[src/rtl/instruction_decode_pkg.sv]
// Shared widths, ALU one-hot bit positions and the decoded-op layout for the ID stage.
package instruction_decode_pkg;

  localparam int unsigned FETCH_TO_DEC_BUS_WD = 64;
  localparam int unsigned BR_BUS_WD           = 33;
  localparam int unsigned DEC_TO_EXE_BUS_WD   = 150;
  localparam int unsigned WB_TO_RF_BUS_WD     = 38;

  localparam int unsigned AluOpWd = 12;
  localparam int unsigned AluAdd  = 0;
  localparam int unsigned AluSub  = 1;
  localparam int unsigned AluSlt  = 2;
  localparam int unsigned AluSltu = 3;
  localparam int unsigned AluAnd  = 4;
  localparam int unsigned AluNor  = 5;
  localparam int unsigned AluOr   = 6;
  localparam int unsigned AluXor  = 7;
  localparam int unsigned AluSll  = 8;
  localparam int unsigned AluSrl  = 9;
  localparam int unsigned AluSra  = 10;
  localparam int unsigned AluLui  = 11;

  typedef struct packed {
    logic [AluOpWd-1:0] alu_op;
    logic               src1_is_pc;
    logic               src2_is_imm;
    logic               res_from_mem;
    logic               mem_we;
    logic               gr_we;
    logic [4:0]         dest;
    logic [31:0]        imm;
    logic [31:0]        rj_value;
    logic [31:0]        rkd_value;
    logic [31:0]        pc;
  } dec_to_exe_t;

  // r0 never conflicts; a nonzero source matching any in-flight dest must wait.
  function automatic logic reg_conflict(input logic [4:0] src, input logic [4:0] exe_d,
                                        input logic [4:0] mem_d, input logic [4:0] wb_d);
    return (src != 5'd0) && ((src == exe_d) || (src == mem_d) || (src == wb_d));
  endfunction

endpackage

[src/rtl/instruction_decode_regfile.sv]
// 32x32 register file: two asynchronous read ports, one synchronous write port, r0 hardwired to 0.
module instruction_decode_regfile (
  input  logic        clk,
  input  logic [4:0]  raddr1,
  output logic [31:0] rdata1,
  input  logic [4:0]  raddr2,
  output logic [31:0] rdata2,
  input  logic        we,
  input  logic [4:0]  waddr,
  input  logic [31:0] wdata
);

  logic [31:0] regs_q [32];

  always_ff @(posedge clk) begin
    if (we && (waddr != 5'd0)) begin
      regs_q[waddr] <= wdata;
    end
  end

  // Same-cycle write is not bypassed; the wb_dest interlock covers that case.
  assign rdata1 = (raddr1 == 5'd0) ? 32'd0 : regs_q[raddr1];
  assign rdata2 = (raddr2 == 5'd0) ? 32'd0 : regs_q[raddr2];

endmodule

[src/rtl/instruction_decode.sv]
// LA32R ID stage: latches {inst,pc} from IF, decodes, reads the regfile, resolves branches, interlocks.
module instruction_decode
  import instruction_decode_pkg::*;
(
  input  logic                           clk,
  input  logic                           reset,
  input  logic                           fetch_to_dec_valid,
  input  logic [FETCH_TO_DEC_BUS_WD-1:0] fetch_to_decode_bus,
  output logic                           dec_allowin,
  output logic [BR_BUS_WD-1:0]           branch_bus,
  input  logic                           exe_allowin,
  output logic                           dec_to_exe_valid,
  output logic [DEC_TO_EXE_BUS_WD-1:0]   dec_to_exe_bus,
  input  logic [4:0]                     exe_dest,
  input  logic [4:0]                     mem_dest,
  input  logic [4:0]                     wb_dest,
  input  logic [WB_TO_RF_BUS_WD-1:0]     wb_to_rf_bus
);

  logic                           dec_valid_q;
  logic [FETCH_TO_DEC_BUS_WD-1:0] fd_bus_q;
  logic                           dec_ready_go;
  logic                           br_taken;

  always_ff @(posedge clk) begin
    if (reset) begin
      dec_valid_q <= 1'b0;
      fd_bus_q    <= '0;
    end else if (dec_allowin) begin
      // The sequential pc+4 fetched behind a taken branch is dropped here.
      dec_valid_q <= fetch_to_dec_valid & ~br_taken;
      if (fetch_to_dec_valid) begin
        fd_bus_q <= fetch_to_decode_bus;
      end
    end
  end

  logic [31:0] inst, pc;
  logic [4:0]  rd, rj, rk;
  assign {inst, pc} = fd_bus_q;
  assign rd = inst[4:0];
  assign rj = inst[9:5];
  assign rk = inst[14:10];

  logic op_add, op_sub, op_slt, op_sltu, op_nor, op_and, op_or, op_xor;
  logic op_slli, op_srli, op_srai, op_addi, op_ld, op_st, op_lu12i;
  logic op_jirl, op_b, op_bl, op_beq, op_bne;
  logic op_3r, op_sft, op_mem;

  assign op_add   = inst[31:15] == 17'h00020;
  assign op_sub   = inst[31:15] == 17'h00022;
  assign op_slt   = inst[31:15] == 17'h00024;
  assign op_sltu  = inst[31:15] == 17'h00025;
  assign op_nor   = inst[31:15] == 17'h00028;
  assign op_and   = inst[31:15] == 17'h00029;
  assign op_or    = inst[31:15] == 17'h0002a;
  assign op_xor   = inst[31:15] == 17'h0002b;
  assign op_slli  = inst[31:15] == 17'h00081;
  assign op_srli  = inst[31:15] == 17'h00089;
  assign op_srai  = inst[31:15] == 17'h00091;
  assign op_addi  = inst[31:22] == 10'h00a;
  assign op_ld    = inst[31:22] == 10'h0a2;
  assign op_st    = inst[31:22] == 10'h0a6;
  assign op_lu12i = inst[31:25] == 7'h0a;
  assign op_jirl  = inst[31:26] == 6'h13;
  assign op_b     = inst[31:26] == 6'h14;
  assign op_bl    = inst[31:26] == 6'h15;
  assign op_beq   = inst[31:26] == 6'h16;
  assign op_bne   = inst[31:26] == 6'h17;

  assign op_3r  = op_add | op_sub | op_slt | op_sltu | op_nor | op_and | op_or | op_xor;
  assign op_sft = op_slli | op_srli | op_srai;
  assign op_mem = op_ld | op_st;

  logic [4:0]  raddr2;
  logic [31:0] rj_value, rkd_value;
  logic        rf_we;
  logic [4:0]  rf_waddr;
  logic [31:0] rf_wdata;

  assign {rf_we, rf_waddr, rf_wdata} = wb_to_rf_bus;
  assign raddr2 = (op_beq | op_bne | op_st) ? rd : rk;

  instruction_decode_regfile u_regfile (
    .clk    (clk),
    .raddr1 (rj),
    .rdata1 (rj_value),
    .raddr2 (raddr2),
    .rdata2 (rkd_value),
    .we     (rf_we),
    .waddr  (rf_waddr),
    .wdata  (rf_wdata)
  );

  logic use_rj, use_rkd, hazard;
  assign use_rj  = op_3r | op_sft | op_addi | op_mem | op_jirl | op_beq | op_bne;
  assign use_rkd = op_3r | op_beq | op_bne | op_st;
  assign hazard  = dec_valid_q &
                   ((use_rj  & reg_conflict(rj, exe_dest, mem_dest, wb_dest)) |
                    (use_rkd & reg_conflict(raddr2, exe_dest, mem_dest, wb_dest)));

  logic [31:0] offs16, offs26, br_target;
  logic        br_cond;
  assign offs16  = {{14{inst[25]}}, inst[25:10], 2'b00};
  assign offs26  = {{4{inst[9]}}, inst[9:0], inst[25:10], 2'b00};
  assign br_cond = op_b | op_bl | op_jirl | (op_beq & (rj_value == rkd_value)) |
                   (op_bne & (rj_value != rkd_value));

  always_comb begin
    br_target    = op_jirl ? (rj_value + offs16) : (pc + ((op_b | op_bl) ? offs26 : offs16));
    dec_ready_go = ~hazard;
    br_taken     = dec_valid_q & dec_ready_go & br_cond;
    branch_bus   = {br_taken, br_target};
    dec_allowin      = ~dec_valid_q | (dec_ready_go & exe_allowin);
    dec_to_exe_valid = dec_valid_q & dec_ready_go;
  end

  dec_to_exe_t ex;

  always_comb begin
    ex = '0;
    ex.alu_op[AluAdd]  = op_add | op_addi | op_mem | op_jirl | op_bl;
    ex.alu_op[AluSub]  = op_sub;
    ex.alu_op[AluSlt]  = op_slt;
    ex.alu_op[AluSltu] = op_sltu;
    ex.alu_op[AluAnd]  = op_and;
    ex.alu_op[AluNor]  = op_nor;
    ex.alu_op[AluOr]   = op_or;
    ex.alu_op[AluXor]  = op_xor;
    ex.alu_op[AluSll]  = op_slli;
    ex.alu_op[AluSrl]  = op_srli;
    ex.alu_op[AluSra]  = op_srai;
    ex.alu_op[AluLui]  = op_lu12i;
    // Link ops compute pc+4 through the adder.
    ex.src1_is_pc   = op_jirl | op_bl;
    ex.src2_is_imm  = op_sft | op_addi | op_mem | op_lu12i | op_jirl | op_bl;
    ex.res_from_mem = op_ld;
    ex.mem_we       = op_st;
    ex.gr_we        = op_3r | op_sft | op_addi | op_ld | op_lu12i | op_jirl | op_bl;
    ex.dest         = !ex.gr_we ? 5'd0 : (op_bl ? 5'd1 : rd);
    if (op_addi | op_mem) begin
      ex.imm = {{20{inst[21]}}, inst[21:10]};
    end else if (op_sft) begin
      ex.imm = {27'd0, rk};
    end else if (op_lu12i) begin
      ex.imm = {inst[24:5], 12'd0};
    end else if (op_jirl | op_bl) begin
      ex.imm = 32'd4;
    end
    ex.rj_value  = rj_value;
    ex.rkd_value = rkd_value;
    ex.pc        = pc;
  end

  assign dec_to_exe_bus = ex;

endmodule

[config.mk]
export PLATFORM = sky130hd
export DESIGN_NAME = instruction_decode
export DESIGN_NICKNAME = d
export VERILOG_FILES = /design/src/rtl/instruction_decode_pkg.sv /design/src/rtl/instruction_decode_regfile.sv /design/src/rtl/instruction_decode.sv
export SDC_FILE = /design/constraint.sdc
export NUM_CORES = 2
export LEC_CHECK = 0
export CORE_MARGIN = 1
export CORE_UTILIZATION = 40
export DETAILED_ROUTE_END_ITERATION = 7
export GPL_TIMING_DRIVEN = 0
export SLEW_MARGIN = 30
export SYNTH_ARGS = -nofsm -noshare
export SYNTH_HDL_FRONTEND = slang
export SYNTH_SLANG_ARGS = --single-unit
[constraint.sdc]
create_clock -name clk -period 7.8 [get_ports clk]
set_input_delay 1.56 -clock clk [delete_from_list [all_inputs] [get_ports clk]]
set_output_delay 1.56 -clock clk [all_outputs]
set_load 0.05 [all_outputs]
Yosys cells after proc, flatten, opt, wreduce, memory -nomap -nowiden. Memory sizes are Yosys's and may differ from the RTL's. A register that Yosys moved wholly into a read port is not among the register bits. Cells that the tools add are included.

Flip-flop bits (word level): 65. Bits in writable memories: 1024. Input bits: 121. Memories kept: 1.

Memory list: u_regfile.regs_q (words 32, bits a word 32, read ports 2, clocked after memory_dff 1, wr ports 1, RTL line instruction_decode_regfile.sv:13) `logic [31:0] regs_q [32];`.

Add/sub/neg operators: 2. Equality and inequality tests: 28. Multiplexer cells: 15. Bitwise gates (word level): 54. Reductions and logical operators: 13.

Operator list (number): $mux 32 (7); $eq 17x6->1 const B (8); $add 32x32->32 (2); $eq 17x8->1 const B (3); $or 1x1->1 (42); $eq 32x32->1 (1); $ne 32x32->1 (1); $eq 5x5->1 (6); $eq 6x5->1 const B (5); $mux 5 (5); $eq 10x8->1 const B (2); $reduce_bool 5->1 (3); $eq 10x4->1 const B (1); $logic_not 5->1 (2); $and 1x1->1 (9); $eq 7x4->1 const B (1); $logic_or 1x1->1 (4); $logic_and 1x1->1 (3); $mux 3 (1); $not 1->1 (3); $mux 1 (2); $reduce_and 2->1 (1).

Logic depth before layout (Yosys ltp).
Word-level depth: 23. Gate-level depth with buffers: 27. Gate-level depth less buffers: 23.

Hierarchy. Synthesis repeated with hierarchy kept, for this count alone.

Cell total of the unflattened synthesis: 3604. Area total of the unflattened synthesis: 56225.2 um^2.

By module, submodules not included: instruction_decode_regfile (instances 1, cells each 2564, area an instance 47929.7 um^2, seq. area each 30749.5 um^2); instruction_decode (instances 1, cells each 1040, area an instance 8295.5 um^2, seq. area each 1301.2 um^2).

Worst setup path after synthesis. Ideal clock, no wire load.

Path kind: flip-flop to output port. Start: register with a tool-made name. End: output branch_bus[30]. Data arrival time: 6.777 ns. Data required time: 6.240 ns. Slack: -0.537 ns. Stages on the path, launching flop included: 28. Cell sequence: dfxtp_1 > buf_2 > buf_2 > buf_2 > buf_2 > buf_2 > mux4_2 > a221oi_1 > nor2_1 > a21oi_1 > inv_1 > ha_1 > inv_1 > fa_1 > nor2b_1 > o21ai_0 > a21boi_0 > o21ai_0 > a21boi_0 > o21bai_1 > a21oi_1 > a31oi_1 > o21ai_0 > a31oi_1 > a21oi_1 > a41oi_1 > xor2_1 > o21ai_0.

RTL lines: end: declaration (RTL line instruction_decode.sv:10) `output logic [BR_BUS_WD-1:0] branch_bus,`.

==> impl_metrics.toml <==
[outcome]
status = "finished, violations left"
violations = "design-rule violations, negative setup slack"

[logic_synthesis]
synth_compound_area_share_pct = 10.7
synth_top_family_by_area = "multiplexers"
synth_top_cell_area_share_pct = 53.3
synth_top_cell_by_area = "edfxtp_1"
synth_seq_cells = 1094
synth_xor_area_share_pct = 1.76
synthSimpleGateAreaFrac_pct = 9.25
syn_area_per_cell_sq_um = 13.2
synth.area.top_cells = "edfxtp_1 (53%), mux4_2 (12%), mux2i_1 (4.6%), nand2_1 (4.5%), dfxtp_1 (2.4%)"
synth-adder-area-share_pct = 1.33
syn_inst = 4372
syn-cell-area_sq_um = 57700
synth_enable_flop_cells = 1024
synth.distinct_cells = 88
synthArstFlopShare_pct = 0
ys_warn_count = 0
seq_area_frac_synth_pct = 55.7
synthMuxAreaShare_pct = 17.2
synth_ff_type = "edfxtp_1"

[cells_and_area]
multi_input_area_sq_um = 25100
fillers = 11900
fin_cells = 7279
regArea_sq_um = 32200
nNetsFinal = 5456
fin_util_pct = 53.4
drive_gt1_share_pct = 30.1
area_growth_pct = 31.8

[floorplanning]
start_util_pct = 40.5
coreArea_sq_um = 142000
pin_count = 306
std_cell_rows = 138
die_area_sq_um = 146000
die_w_um = 382
fp.dieH_um = 382

[min_path]
hp-start = "fd_bus_q[21]"
hold_class = "register to register"

[route]
final_antenna_net_count = 0
dr_wl_met2_um = 132000
top_layer = "met5"
wirelength_um = 333000
num_vias = 51500
drc = 10
route.met3.wl_um = 56000
viasPerCell = 7.08
met1_length_um = 111000
routedWlPerCell_um = 45.7
dr.pass1.iters = 8
first_iter_violations = 9824

[clock_network]
clock_latency_ns = 0.84
h-tree-depth = 3
cts_buffers = 117
cts_hold_buf = 0
cts_tree = "built"
cts_root_buf = "clkbuf_16"
clk_pin_slew_ns = 0.06
clock_path_buffers = 3
clock_sinks = 1094

[placed_design]
dp_cells = 6820
dp_hpwl_um = 240000
gp_congestion = 1.08
portBuffers = 302

[job]
drv_cap = 0

[worst_setup_path]
worst_setup_path_end_kind = "output pin"
path_cells = "buf_12 > buf_12 > buf_4 > buf_16 > buf_6 > buf_12 > buf_12 > mux4_2 > a221oi_4 > nand4_1 > o211ai_1 > nand3_2 > o21ai_4 > nand3_2 > or4_4 > nor4_4 > mux2i_1 > o21a_2 > nor2_2 > buf_4 > buf_8"
r2r_setup_slack_ns = 1.90
worstSetupStartpointType = "register"
reg2reg_from = "fd_bus_q[59]"
crit_fanout = 10
r2r_cells = 19
crit_end = "branch_bus[32]"
crit_top_cell = "buf_12"
cp_num_cells = 21
path_delay_family = "compound AO/OA/AOI/OAI gates"
critPathSlowestCell = "o211ai_1"
r2r_end = "fd_bus_q[36]"
cpPeakStageDelay_ns = 0.72
path_class = "register to output pin"
crit_required_ns = 6.24
worstPathArrival_ns = 6.56
path_buf_inv = 9

[grt]
grt_pass1_vias = 47600
grt_max_degree = 33
grt_pass1_wl_um = 432000
antenna_found_initial = 36
overflow = 0
grtUsageTotal_pct = 44.6

[pwr]
p_leak_uw = 0.0268
power.density_nw_per_um2 = 214
finalPower_uw = 16300
ir_worst_vdd_mv = 0.249

[timing]
hold_viol = 0
worst_pin_slew_ns = 1.06
slew_violations = 0
grt_setup_unrepaired = "yes"
setup_tns_ns = -0.577
fmax_mhz = 123
hold_slack_ns = 0.487
worst_slack_ns = -0.318
setup_viol = 5
slew_headroom_pct = 29.1
skew_ns = 0.0946
period_minus_slack_ns = 8.12
post-route-period-util_pct = 104
per-layer routing:
metal | vias to the layer above | GRT usage, %
li1 | 19000 | -
met1 | 25500 | 53.1
met2 | 5460 | 61.6
met3 | 1470 | 21.4
met4 | 34 | 34.1
met5 | - | 0.860
area by class of cell:
cell class	count	share of cell area (%)
clock buffer	149	4.10
buffer	366	5.61
multi-input combinational	2861	33.0
inverter	74	0.401
tap	1890	3.11
timing repair buffer	761	10.3
antenna	17	0.0559
sequential	1094	42.3
clock inverter	67	1.07
placed cells by master, fill, tap and decap left out, types with 51 or more instances in the layout:
cell type / count
nand2_1: 687
edfxtp_1: 1024
clkdlybuf4s50_1: 240
clkbuf_16: 128
xnor2_1: 70
buf_2: 84
nor2_1: 128
buf_12: 64
buf_4: 397
nand3_1: 121
buf_6: 59
a21o_1: 51
a21oi_1: 150
clkbuf_1: 72
buf_16: 94
mux4_2: 309
o2111ai_1: 51
inv_1: 62
mux2i_1: 251
ha_1: 52
dfxtp_1: 61
report_power, final:
group / switching, uW / internal [uW]
clock network: 2550 / 3350
registers: 89.3 / 6520
logic: 2510 / 1280
through the flow:
stage | setup slack (ns) | instance area [sq um]
3_3_place_gp | -6.90 | 63200
3_5_place_dp | -3.64 | 66500
4_1_cts | -0.0986 | 75000
5_1_grt | -0.220 | 76000
2_1_floorplan | -0.161 | 57800
6_report | -0.318 | 76000
logic make-up after synthesis:
| logic type | count (synthesis) |
|---|---|
| AND/OR/NAND/NOR | 1221 |
| multiplexers | 600 |
| XOR/XNOR | 116 |
| adder cells (fa/ha/maj) | 60 |
| buffers and inverters | 448 |
| flip-flops | 1094 |
| other | 1 |
| AO/OA/AOI/OAI | 832 |
cells in the mapped netlist (29+ instances only):
library cell	number
edfxtp_1	1024
nand2_1	699
mux4_2	309
mux2i_1	264
a21oi_1	175
nor2_1	161
clkbuf_1	154
nand3_1	132
buf_2	81
buf_4	74
xnor2_1	73
dfxtp_1	70
inv_1	70
o21ai_0	67
ha_1	58
o2111ai_1	53
a211oi_1	51
a21o_1	51
a311oi_1	50
and3_1	48
xor2_1	43
nor3_1	42
a221oi_1	40
a22oi_1	39
buf_1	38
o2111a_1	32
nand4_1	29
worst min path at each step:
stage                   end  cells after the start
6_report       fd_bus_q[21]                      2
2_1_floorplan   fd_bus_q[0]                      2
3_5_place_dp   fd_bus_q[19]                      2
4_1_cts        fd_bus_q[21]                      2
3_3_place_gp   fd_bus_q[19]                      2
5_1_grt        fd_bus_q[19]                      2
state kept, by name, indices dropped and copies added, names as in the netlist, named ones only:
signal	cells
fd_bus_q	64
u_regfile.regs_q	1024
dec_valid_q	1
timing repair:
| action | in CTS | in global routing |
|---|---|---|
| pin swaps | 66 | 40 |
| setup buffers | 143 | 89 |
| endpoints found under the setup margin | 148 | 30 |
| resized for setup | 872 | 121 |
| cloned | 1 | 1 |
tightest hold or removal path, delay by kind of cell (launching register included):
family          cells  cell delay [ns]
flops               1             0.33
simple gates        1             0.06
compound gates      1             0.05
Power figures use the tool's default switching activity.
